`config.mk`:
```
export PLATFORM = sky130hd
export DESIGN_NAME = oam_dma_bus_ctrl_flat
export DESIGN_NICKNAME = d
export VERILOG_FILES = /design/src/rtl/oam_dma_bus_ctrl_if.sv /design/src/rtl/oam_dma_bus_ctrl.sv /design/src/flat_wrapper.sv
export SDC_FILE = /design/constraint.sdc
export NUM_CORES = 1
export LEC_CHECK = 0
export BUFFER_PORTS_ARGS = -buffer_cell sky130_fd_sc_hd__buf_2
export CORE_ASPECT_RATIO = 0.8
export CORE_MARGIN = 2
export CORE_UTILIZATION = 40
export DETAILED_ROUTE_END_ITERATION = 8
export PLACE_DENSITY = 0.65
export SLEW_MARGIN = 20
export SYNTH_ARGS = -nofsm -noshare
export SYNTH_HDL_FRONTEND = slang
export SYNTH_SLANG_ARGS = --single-unit
```
`constraint.sdc`:
```
create_clock -name clk -period 2.9 [get_ports clk]
set_input_delay 0.87 -clock clk [delete_from_list [all_inputs] [get_ports clk]]
set_output_delay 0.87 -clock clk [all_outputs]
set_load 0.05 [all_outputs]
```
`src/rtl/oam_dma_bus_ctrl_if.sv`:
```
// CPU-side and memory-side bus bundle for oam_dma_bus_ctrl.
// The slave modport is the controller's view; the master modport is the CPU/memory side.
interface oam_dma_bus_ctrl_if;
    logic [15:0] cpu_addr;
    logic [7:0]  cpu_d_out;
    logic        cpu_write;
    logic [7:0]  cpu_d_in;
    logic [15:0] mem_addr;
    logic [7:0]  mem_d_out;
    logic        mem_write;
    logic [7:0]  mem_d_in;
    logic        dma_active;

    modport slave (
        input  cpu_addr, cpu_d_out, cpu_write, mem_d_in,
        output cpu_d_in, mem_addr, mem_d_out, mem_write, dma_active
    );

    modport master (
        output cpu_addr, cpu_d_out, cpu_write, mem_d_in,
        input  cpu_d_in, mem_addr, mem_d_out, mem_write, dma_active
    );
endinterface

```
`src/rtl/oam_dma_bus_ctrl.sv`:
```
// Memory bus arbiter between the CPU and a single-ported memory: owns the OAM DMA
// register, sequences 160-byte OAM copies, and keeps HRAM internal so it stays usable during DMA.
module oam_dma_bus_ctrl #(
    parameter logic [15:0] DMA_REG     = 16'hFF46,
    parameter logic [15:0] OAM_BASE    = 16'hFE00,
    parameter int unsigned DMA_LEN     = 160,
    parameter int unsigned START_DELAY = 1
) (
    input  logic              clk,
    input  logic              rst,
    oam_dma_bus_ctrl_if.slave bus
);
    typedef enum logic [1:0] {IDLE, START, READ, WRITE} state_e;

    state_e     state_q, state_d;
    logic [7:0] idx_q, idx_d;
    logic [7:0] src_q, src_d;
    logic [7:0] dly_q, dly_d;
    logic [7:0] data_q, data_d;
    logic [7:0] resp_q, resp_d;
    logic       sel_q, sel_d;
    logic [7:0] hram_q [0:127];

    logic is_hram, is_reg, is_ext, trigger, active;

    // FF80..FFFE is HRAM; FFFF shares the top page but is EXT.
    always_comb begin
        is_hram = (bus.cpu_addr[15:7] == 9'h1FF) && (bus.cpu_addr[6:0] != 7'h7F);
        is_reg  = (bus.cpu_addr == DMA_REG);
        is_ext  = !is_hram && !is_reg;
        trigger = bus.cpu_write && is_reg;
        active  = (state_q == READ) || (state_q == WRITE);
    end

    always_comb begin
        state_d = state_q;
        idx_d   = idx_q;
        src_d   = src_q;
        dly_d   = dly_q;
        data_d  = data_q;
        unique case (state_q)
            START: begin
                if (dly_q == 8'(START_DELAY - 1)) state_d = READ;
                else dly_d = dly_q + 8'd1;
            end
            READ: begin
                data_d  = bus.mem_d_in;
                state_d = WRITE;
            end
            WRITE: begin
                if (idx_q == 8'(DMA_LEN - 1)) begin
                    state_d = IDLE;
                end else begin
                    idx_d   = idx_q + 8'd1;
                    state_d = READ;
                end
            end
            default: ;
        endcase
        // A register write restarts from any state, including the last WRITE.
        if (trigger) begin
            src_d   = bus.cpu_d_out;
            idx_d   = '0;
            dly_d   = '0;
            state_d = START;
        end
    end

    always_comb begin
        bus.mem_addr   = bus.cpu_addr;
        bus.mem_d_out  = bus.cpu_d_out;
        bus.mem_write  = bus.cpu_write && is_ext;
        if (state_q == READ) begin
            bus.mem_addr  = {src_q, idx_q};
            bus.mem_write = 1'b0;
        end else if (state_q == WRITE) begin
            bus.mem_addr  = OAM_BASE + {8'h00, idx_q};
            bus.mem_d_out = data_q;
            bus.mem_write = 1'b1;
        end
        bus.dma_active = active;
        bus.cpu_d_in   = sel_q ? resp_q : bus.mem_d_in;
    end

    // Internal responses are captured on the falling edge to match memory read latency.
    always_comb begin
        sel_d  = 1'b1;
        resp_d = 8'hFF;
        if (is_hram)      resp_d = hram_q[bus.cpu_addr[6:0]];
        else if (is_reg)  resp_d = src_q;
        else if (!active) sel_d  = 1'b0;
    end

    always_ff @(posedge clk or negedge rst) begin
        if (!rst) begin
            state_q <= IDLE;
            idx_q   <= '0;
            src_q   <= 8'hFF;
            dly_q   <= '0;
            data_q  <= '0;
        end else begin
            state_q <= state_d;
            idx_q   <= idx_d;
            src_q   <= src_d;
            dly_q   <= dly_d;
            data_q  <= data_d;
        end
    end

    always_ff @(negedge clk or negedge rst) begin
        if (!rst) begin
            resp_q <= 8'hFF;
            sel_q  <= 1'b1;
        end else begin
            resp_q <= resp_d;
            sel_q  <= sel_d;
        end
    end

    // HRAM contents survive reset.
    always_ff @(posedge clk) begin
        if (bus.cpu_write && is_hram) hram_q[bus.cpu_addr[6:0]] <= bus.cpu_d_out;
    end
endmodule

```
`src/flat_wrapper.sv`:
```
// flat-port wrapper written by rule: the top's interface ports become plain ports
module oam_dma_bus_ctrl_flat 
#(
    parameter logic [15:0] DMA_REG     = 16'hFF46,
    parameter logic [15:0] OAM_BASE    = 16'hFE00,
    parameter int unsigned DMA_LEN     = 160,
    parameter int unsigned START_DELAY = 1
)
  (clk, rst, bus_cpu_addr, bus_cpu_d_out, bus_cpu_write, bus_mem_d_in, bus_cpu_d_in, bus_mem_addr, bus_mem_d_out, bus_mem_write, bus_dma_active);
  oam_dma_bus_ctrl_if bus_i ();
  input  logic clk;
  input  logic rst;
  input wire logic [$bits(bus_i.cpu_addr)-1:0] bus_cpu_addr;
  input wire logic [$bits(bus_i.cpu_d_out)-1:0] bus_cpu_d_out;
  input wire logic [$bits(bus_i.cpu_write)-1:0] bus_cpu_write;
  input wire logic [$bits(bus_i.mem_d_in)-1:0] bus_mem_d_in;
  output wire logic [$bits(bus_i.cpu_d_in)-1:0] bus_cpu_d_in;
  output wire logic [$bits(bus_i.mem_addr)-1:0] bus_mem_addr;
  output wire logic [$bits(bus_i.mem_d_out)-1:0] bus_mem_d_out;
  output wire logic [$bits(bus_i.mem_write)-1:0] bus_mem_write;
  output wire logic [$bits(bus_i.dma_active)-1:0] bus_dma_active;
  assign bus_i.cpu_addr = bus_cpu_addr;
  assign bus_i.cpu_d_out = bus_cpu_d_out;
  assign bus_i.cpu_write = bus_cpu_write;
  assign bus_i.mem_d_in = bus_mem_d_in;
  assign bus_cpu_d_in = bus_i.cpu_d_in;
  assign bus_mem_addr = bus_i.mem_addr;
  assign bus_mem_d_out = bus_i.mem_d_out;
  assign bus_mem_write = bus_i.mem_write;
  assign bus_dma_active = bus_i.dma_active;
  oam_dma_bus_ctrl #(.DMA_REG(DMA_REG), .OAM_BASE(OAM_BASE), .DMA_LEN(DMA_LEN), .START_DELAY(START_DELAY)) u_core (.clk(clk), .rst(rst), .bus(bus_i));
endmodule
```
==> results of run 1 <==
-- cells in the final DEF (no fill, tap or decap), drive strengths merged, types with 7 or more instances in the layout --
cell type  Yosys  routed
edfxtp      1024    1024
buf          111     594
mux2i        334     334
o22ai        179     179
nor2         178     178
clkbuf        58     133
o21ai         73      73
nand2         69      69
a22o          66      66
mux2          64      64
a221oi        47      47
a21oi         40      40
clkinv         1      36
nand3b        31      31
dfrtp         26      26
nand3         25      25
inv           14      23
o31ai         21      21
dfstp         17      17
or3b          15      15
a22oi         15      15
nor2b         13      14
mux4          12      12
o22a          12      12
o2111ai       12      12
nand4          9       9
bufinv         0       9
a221o          8       8
xor2           8       8
conb           1       8
o2bb2ai        7       7
-- cell type report --
cell class / instances / area (um2)
flip-flops and latches: 1067 / 31850
clock inverters: 58 / 496.7
inverters: 14 / 68.82
multi-input cells: 1321 / 12240
repair buffers: 598 / 6317
clock buffers: 131 / 2681
fillers: 8278 / 50610
well taps: 1417 / 1773
-- cell usage after synthesis (4+ instances only) --
master / n
ha_1: 6
o221ai_1: 4
o22a_1: 12
o22ai_1: 179
mux4_2: 12
dfrtp_1: 26
o2111ai_1: 12
buf_6: 5
mux2_2: 63
buf_2: 69
edfxtp_1: 1024
clkbuf_1: 58
o2bb2ai_1: 7
buf_4: 24
a221oi_1: 47
or3b_2: 15
xnor2_1: 6
a41oi_1: 4
nand4_1: 9
and3_1: 4
nand3b_1: 31
o31ai_1: 21
nand2_2: 5
a211oi_1: 4
and2_1: 4
xor2_1: 8
a221o_1: 8
a22o_1: 66
o21ai_0: 70
a21oi_1: 40
nand3_1: 25
nand2b_1: 5
o211ai_1: 5
nor2b_1: 13
a31oi_1: 5
a22oi_1: 15
dfstp_2: 17
mux2i_1: 334
nand2_1: 64
nor2_1: 178
buf_1: 13
inv_1: 13
-- state kept, by name, indices dropped and copies added, names as in the netlist --
register	cells
u_core.sel_q	1
u_core.src_q	8
u_core.resp_q	8
u_core.hram_q	1024
u_core.data_q	8
u_core.dly_q	8
u_core.idx_q	8
u_core.state_q	2
-- metal layers --
metal | routed length [um] | track usage (%) | up-vias | part of all wire (%)
li1 | - | - | 11380 | -
met1 | 53660 | 33.35 | 13800 | 41
met2 | 58070 | 34.84 | 1592 | 44
met3 | 15350 | 6.864 | 226 | 12
met4 | 3784 | 6.620 | 0 | 2.9
met5 | 0 | 0 | - | 0
-- logic make-up (layout without fill, tap and decap cells) --
family,count (synthesis),count (layout)
multiplexers,410,410
AO/OA/AOI/OAI,514,514
buffers and inverters,184,801
flip-flops,1067,1067
other,1,8
XOR/XNOR,14,14
AND/OR/NAND/NOR,368,369
adder cells (fa/ha/maj),6,6
-- power by group --
| part | total (mW) | leakage [nW] | switching (mW) | internal (mW) |
|---|---|---|---|---|
| clock network | 12.9 | 1.59 | 5.63 | 7.26 |
| registers | 17.2 | 9.67 | 0.166 | 17.0 |
| logic | 5.20 | 7.86 | 2.94 | 2.26 |
| total | 35.3 | 19.1 | 8.73 | 26.5 |
-- worst register-to-register path, stage by stage, from the launching register on --
cell and delay [ns]:
edfxtp_1 0.41, mux2_2 0.28, a221o_1 0.29, a222oi_1 0.48, o22ai_2 0.22, a2111oi_4 0.32
a31oi_1 0.17
-- timing repair --
action | 4_1_cts | 5_1_grt
setup endpoints to repair | 1050 | 547
setup buffers | 81 | 35
gates cloned | 12 | 2
hold buffers | 0 | 0
gates resized for setup | 582 | 155
pin swaps | 97 | 101
-- worst max-delay path by stage --
stage | to | cells after the start | startpoint
after global placement | u_core.resp_q[5]$_DFF_NN1_ | 12 | bus_cpu_addr[2]
after floorplan | u_core.resp_q[3]$_DFF_NN1_ | 7 | bus_cpu_addr[0]
after global routing | bus_cpu_d_in[2] | 2 | u_core.sel_q$_DFF_NN1_
after detailed placement | u_core.resp_q[5]$_DFF_NN1_ | 11 | bus_cpu_addr[0]
final | bus_cpu_d_in[2] | 2 | u_core.sel_q$_DFF_NN1_
after CTS | bus_cpu_d_in[7] | 2 | u_core.sel_q$_DFF_NN1_
-- per-stage QoR --
| step | setup WS (ns) | setup TNS, ns |
|---|---|---|
| after floorplan | -0.9725 | -11.73 |
| after global placement | -1.952 | -998.84 |
| after detailed placement | -1.989 | -1043.86 |
| after CTS | -1.301 | -22.04 |
| after global routing | -1.341 | -25.22 |
| final | -1.291 | -22.90 |
==> results, run 1 <==
- The worst setup path is captured at an output pin.
- The average instance in the mapped netlist occupies 16.63 um2.
- The area added between synthesis and finish is 30.02%.
- The final RePlAce weighted congestion is 0.9881.
- After synthesis, the share of cell area in mux cells is 10.17%.
- The final worst setup slack is -1.291 ns.
- The number of max-capacitance violations reported is 0.
- Traced cell by cell, the critical path runs through mux2_4 -> buf_6.
- The netlist area before placement is 0.04263 mm2.
- Summed over all layers, the global routing overflow is 0.
- The finished cells cover 0.05543 mm2.
- The core region is 0.1060 mm2.
- Cells with a size suffix above 1 make up 37.63% of the layout.
- In the final routed layout, each cell accounts on average for 28.41 um.
- The number of antenna violations at the first check in global routing is 4.
- For this block, the initial DRC count from the detailed router was 3911.
- Including well taps, the total number of placed cells is 4306.
- The count of distinct cell types in the synthesized netlist is 68.
- The largest net degree at the start of global routing is 130.
- The latest clock arrival within the worst-skew pair is 0.70 ns.
- The antenna violation net count after detailed routing is 0.
- TritonCTS created 98 clock buffers.
- The largest area contributor in the synthesized netlist is edfxtp_1.
- The gate count of the mapped netlist is 2564.
- The relative max-transition margin is 39.08%.
- The combinational family with the most area after synthesis is multiplexers.
- In this run the critical register-to-register path is launched from u_core.hram_q[25][7]$_DFFE_PP_.
- The worst setup path is of the reg -> out kind.
- The power density of the placed cells is 636.4 mW/mm2.
- The starting utilization of the core area is 40.20%.
- Between clock sinks in the finished design, the worst skew comes to 0.03225 ns.
- The checks that failed: setup timing.
- The end of the worst register-to-register path is u_core.resp_q[7]$_DFF_NN1_.
- Across all hold checks on the routed design, the worst slack comes to 0.4431 ns.
- In this run the tool buffered the top-level ports with 68 buffer cells.
- The first global-routing pass estimated 185700 um of wire.
- The floorplan step defined a die boundary enclosing 0.1092 mm2.
- The number of vias after detailed routing is 26990.
- The run finished, with violations left.
- The maximum cell stage delay along the critical path is 0.68 ns.
- The final count of pins violating max slew is 0.
- The CTS clock-pin slew for the worst setup and hold paths is 0.06 ns.
- Of all flip-flops after synthesis, the portion carrying an async set or reset was 4.030%.
- The worst reg-to-reg setup slack is -0.82 ns.
- The simple-gate portion of the synthesized area is 4.121%.
- The post-detailed-route DRC marker count is 0.
- The cell at the root of the clock tree is clkbuf_16.
- The area share of the leading cell type in the synthesized netlist is 72.13%.
- The cell depth of the worst hold path is 2.
- The number of setup violations in the final report is 55.
- By area the synthesized netlist is led by edfxtp_1 (72%), mux2i_1 (7.8%), o22ai_1 (2.6%), mux2_2 (1.7%), nor2_1 (1.6%).
- The number of ports placed on the die boundary is 69.
- The clock tree from TritonCTS is done.
- The slew of the pin with the lowest slew margin is 0.9138 ns.
- The maximum number of buffers from clock root to sink is 3.
- The row count is 107.
- The cell area after placement is 0.04798 mm2.
- The die is 369.0 um wide.
- The buffering stage count on the worst path with inverters included is 1.
- During synthesis, Yosys emitted a total of 0 warnings.
- The peak supply drop is 0.4727 mV.
- Of all nets on the critical path, the largest fanout is 8.
- The end-of-flow core utilization is 52.27%.
- Of the total synthesized cell area, the portion taken by XOR and XNOR cells is 0.2876%.
- After detailed routing, the number of vias per cell comes to 5.861.
- The slowest stage of the critical path is the dfstp_2 cell.
- The family with the most delay on the worst path is flip-flops.
- The number of diodes is 0.
- The critical path data required time is 2.03 ns.
- The compound-cell area share of the yosys netlist is 8.409%.
- The H-tree was split into 3 levels.
- The number of standard cells in the final layout excluding fillers is 4606.
- After detailed routing, the total wire length is 130900 um.
- The worst hold path begins at bus_mem_d_in[6].
- The number of synthesized flops with an enable pin is 1024.
- The die is 296.0 um tall.
- The number of global-route vias before repair is 26550.
- Detailed placement ended at an HPWL of 82180 um.
- After the last flow step, the layout net total stands at 3150.
- The data arrival at the endpoint of the critical path is 3.32 ns.
- The path with the worst hold slack has its endpoint at u_core.data_q[6]$_DFFE_PN0P_.
- STA classifies the critical path startpoint as a register.
- In the synthesized netlist the dominant register cell turns out to be edfxtp_1.
- In this run, synthesis produced a sequential element count of 1067.
- Sequential cells were found to cover 74.71% of the synthesized design area.
- Of the total synthesized cell area, the portion taken by full adders, half adders and majority gates is 0.1761%.
- The total power of the final layout is 35.27 mW.
- The classification of the worst-slack hold path is in -> reg.
- The detailed-router iteration count before antenna repair is 6.
- The static leakage power is 19.11 nW.
- Measured in cells, the most critical reg-to-reg path has a length of 6.
- Setup repair after global routing could not meet its margin everywhere.
- The count of final hold-check violations is 0.
- Global routing consumed, over all layers together, 23.39% of the routing resources.
- Counting every sink on the clock net gives 1067.
No activity file was read; power rests on OpenSTA's default activity.
==> run 2: changes to the inputs <==
--- a/config.mk
+++ b/config.mk
@@ -10,7 +10,7 @@
 export CORE_MARGIN = 2
 export CORE_UTILIZATION = 40
 export DETAILED_ROUTE_END_ITERATION = 8
-export PLACE_DENSITY = 0.65
+export PLACE_DENSITY = 0.62
 export SLEW_MARGIN = 20
 export SYNTH_ARGS = -nofsm -noshare
 export SYNTH_HDL_FRONTEND = slang
==> run 2 against run 1 <==
The flow still finishes with violations (setup timing). Cell area shrank 0.88%. Highest routed layer is now met5. Combinational power shrank 13%. Total power shrank 0.66%. Clock power grew 4%. Sequential share of layout area grew 0.51 points. Critical path type unchanged. Die area is the same.
==> results, run 2 (synthesis results as in run 1) <==
- Across the routed clock network, the largest skew measured is 0.03541 ns.
- In this run the deepest clock path goes through 3 buffers.
- The total global-route track usage is 22.98%.
- The clock tree synthesis step divided the H-tree into 3 levels.
- Clock-pin slew was measured on the worst setup and hold paths at 0.06 ns.
- The share of power burned in combinational logic is 12.9%.
- The register with the most flip-flops in the layout has 1024 of them.
- The final count of pins violating max slew was 0.
- The worst slack at placement is -2.014 ns.
- The latest clock arrival within the worst-skew pair is 0.70 ns.
- Dividing total power by cell area gives a power density of 637.8 mW/mm2.
- Data on the critical path arrives at its endpoint at 3.33 ns.
- The number of antenna violations at the first check in global routing is 4.
- The number of global-route vias before repair came to 25780.
- Measured against its own limit, the worst slew margin works out to 37.05%.
- The largest net degree at the start of global routing is 130.
- At the end of the flow, the number of nets in the layout was 3107.
- The antenna violation net count after detailed routing is 0.
- The first-pass GRT wire length is 181900 um.
- The die is 369.0 um wide.
- The critical path goes through mux2_4 -> buf_6.
- The worst-case IR drop observed on VDD is 0.5532 mV.
- The end-of-flow core utilization is 51.81%.
- The number of port buffers is 68.
- The total power of the final layout is 35.04 mW.
- The vias per cell is 5.884.
- The congestion estimate from routability-driven global placement came to 0.9573.
- The critical path data required time is 2.03 ns.
- Cell internal power was estimated by the tool at 26.32 mW.
- For this run, design rule violations remaining after detail routing come to 0.
- For this run the aggregate overflow at the end of global routing stands at 0.
- The slew of the pin with the lowest slew margin is 0.9443 ns.
- The routed design has 130700 um of wire.
- The final HPWL from detailed placement is 80880 um.
- In this run the power spent charging and discharging nets is 8.723 mW.
- CTS saw 1067 sinks.
- The cell at the root of the clock tree is clkbuf_16.
- Registers are responsible for 49.0% of the overall power.
- The number of ports placed on the die boundary is 69.
- The static leakage power is 18.78 nW.
- The number of setup violations in the final report is 43.
- The clock tree from TritonCTS is done.
- The detailed-router iteration count before antenna repair is 5.
- The area added between synthesis and finish is 28.87%.
- The final worst setup slack is -1.299 ns.
- In the layout the commonest cells are edfxtp_1 (1024), buf_4 (350), mux2i_1 (311).
- Per report_power, the clock group accounts for 38.1% of the total.
- The number of max-capacitance violations reported is 0.
- The classification of the worst-slack hold path is in -> async.
- The count of final hold-check violations is 0.
- The starting utilization of the core area is 40.20%.
- The run finished, with violations left.
- Setup repair after global routing could not meet its margin everywhere.
- The checks that failed: setup timing.
- Leaving out filler cells and counting taps, the final layout contains 4566.
- The number of vias after detailed routing is 26870.
- The element type at the critical path start is a register.
- The die covers 0.1092 mm2.
- In this design, the largest share of critical-path delay is due to flip-flops.
- In this design, the stage delay of the slowest critical-path cell is 0.69 ns.
- The filler cell count is 8399.
- In this run, post-CTS hold repair placed 0 buffers.
- In this run, CTS created clock tree buffers numbering 101.
- STA classifies the critical path endpoint as an output pin.
- The core region is 0.1060 mm2.
- Together, buffers and inverters on the worst path number 1.
- The post-route netlist has 35.82% of its cells at a drive strength greater than 1.
- The violation count after the first detailed-route iteration is 3502.
- The highest net fanout along the worst path is 8.
- In the final layout, the multi-input gates occupy 0.01217 mm2.
- The initialized floorplan defines 107 standard-cell rows.
- The die is 296.0 um tall.
- In the final layout, flip-flops and latches occupy 0.03185 mm2.
- The worst setup path category is reg -> out.
- Leaving out fill and tap cells, the most frequent cell in the layout is edfxtp_1.
- The number of placed instances with taps included is 4280.
- The cell with the biggest individual delay on the critical path is dfstp_2.
- In the final routed layout, each cell accounts on average for 28.63 um.
- The proportion of total power due to net switching is 24.90%.
## run 2: cell types whose count changed in the layout (fill, tap and decap cells not counted), moves of 7 or more
cell and delta:
o21ai_0 +13, mux2_2 +14, nor2_4 +56, buf_4 -25
buf_8 -24, o21ai_1 -12, mux2_4 -14, buf_2 +20
nor2_2 -55, buf_6 -20, clkbuf_1 -7
## run 2: cell type report
cell class / count / share of cell area (%)
inverter: 14 / 0.1093
clock inverter: 67 / 1.166
timing repair buffer: 553 / 10.46
tap: 1417 / 3.227
multi-input combinational: 1320 / 22.15
sequential: 1067 / 57.97
antenna: 3 / 0.01367
clock buffer: 125 / 4.899
## run 2: routing by layer
metal	wire length, um	vias to the layer above	GRT usage (%)
met5	13	-	0
met4	4311	2	6.969
met3	14560	257	6.018
met2	58100	1562	34.34
met1	53770	13750	32.96
li1	-	11300	-
## run 2: final timing paths
path	start	endpoint	slack [ns]	cells past startpoint
setup / recovery	u_core.sel_q$_DFF_NN1_	bus_cpu_d_in[7]	-1.30	2
setup reg to reg	u_core.hram_q[27][7]$_DFFE_PP_	u_core.resp_q[7]$_DFF_NN1_	-0.79	7
min in group clk	bus_mem_d_in[0]	u_core.data_q[0]$_DFFE_PN0P_	0.44	2
max in group asynchronous	rst	u_core.resp_q[3]$_DFF_NN1_	1.07	1
hold reg to reg	u_core.data_q[6]$_DFFE_PN0P_	u_core.data_q[6]$_DFFE_PN0P_	0.50	1
hold / removal	rst	u_core.idx_q[7]$_DFFE_PN0P_	0.42	2
## run 2: power groups by stage
stage,Combinational [mW],Sequential [mW],Clock [mW]
after global placement,3.75,17.5,0.0212
after detailed placement,3.80,17.5,0.0212
after global routing,4.71,17.2,14.0
final,4.53,17.2,13.4
after floorplan,2.34,17.4,0.0212
after CTS,4.27,17.2,13.4
## run 2: what timing repair did
action                                  4_1_cts  5_1_grt
gates cloned                                  6        6
buffers inserted                             55       36
pin swaps                                    69       68
gates resized for setup                     454      148
endpoints found under the setup margin     1035      206
## run 2: through the flow
step / hold WS, ns / cell area, um2 / setup TNS [ns]
2_1_floorplan: 0.4750 / 42970 / -11.73
3_3_place_gp: 0.4854 / 47880 / -907.54
3_5_place_dp: 0.4904 / 47880 / -954.74
4_1_cts: 0.4100 / 53770 / -24.29
5_1_grt: 0.4221 / 54930 / -27.30
6_report: 0.4218 / 54940 / -24.69
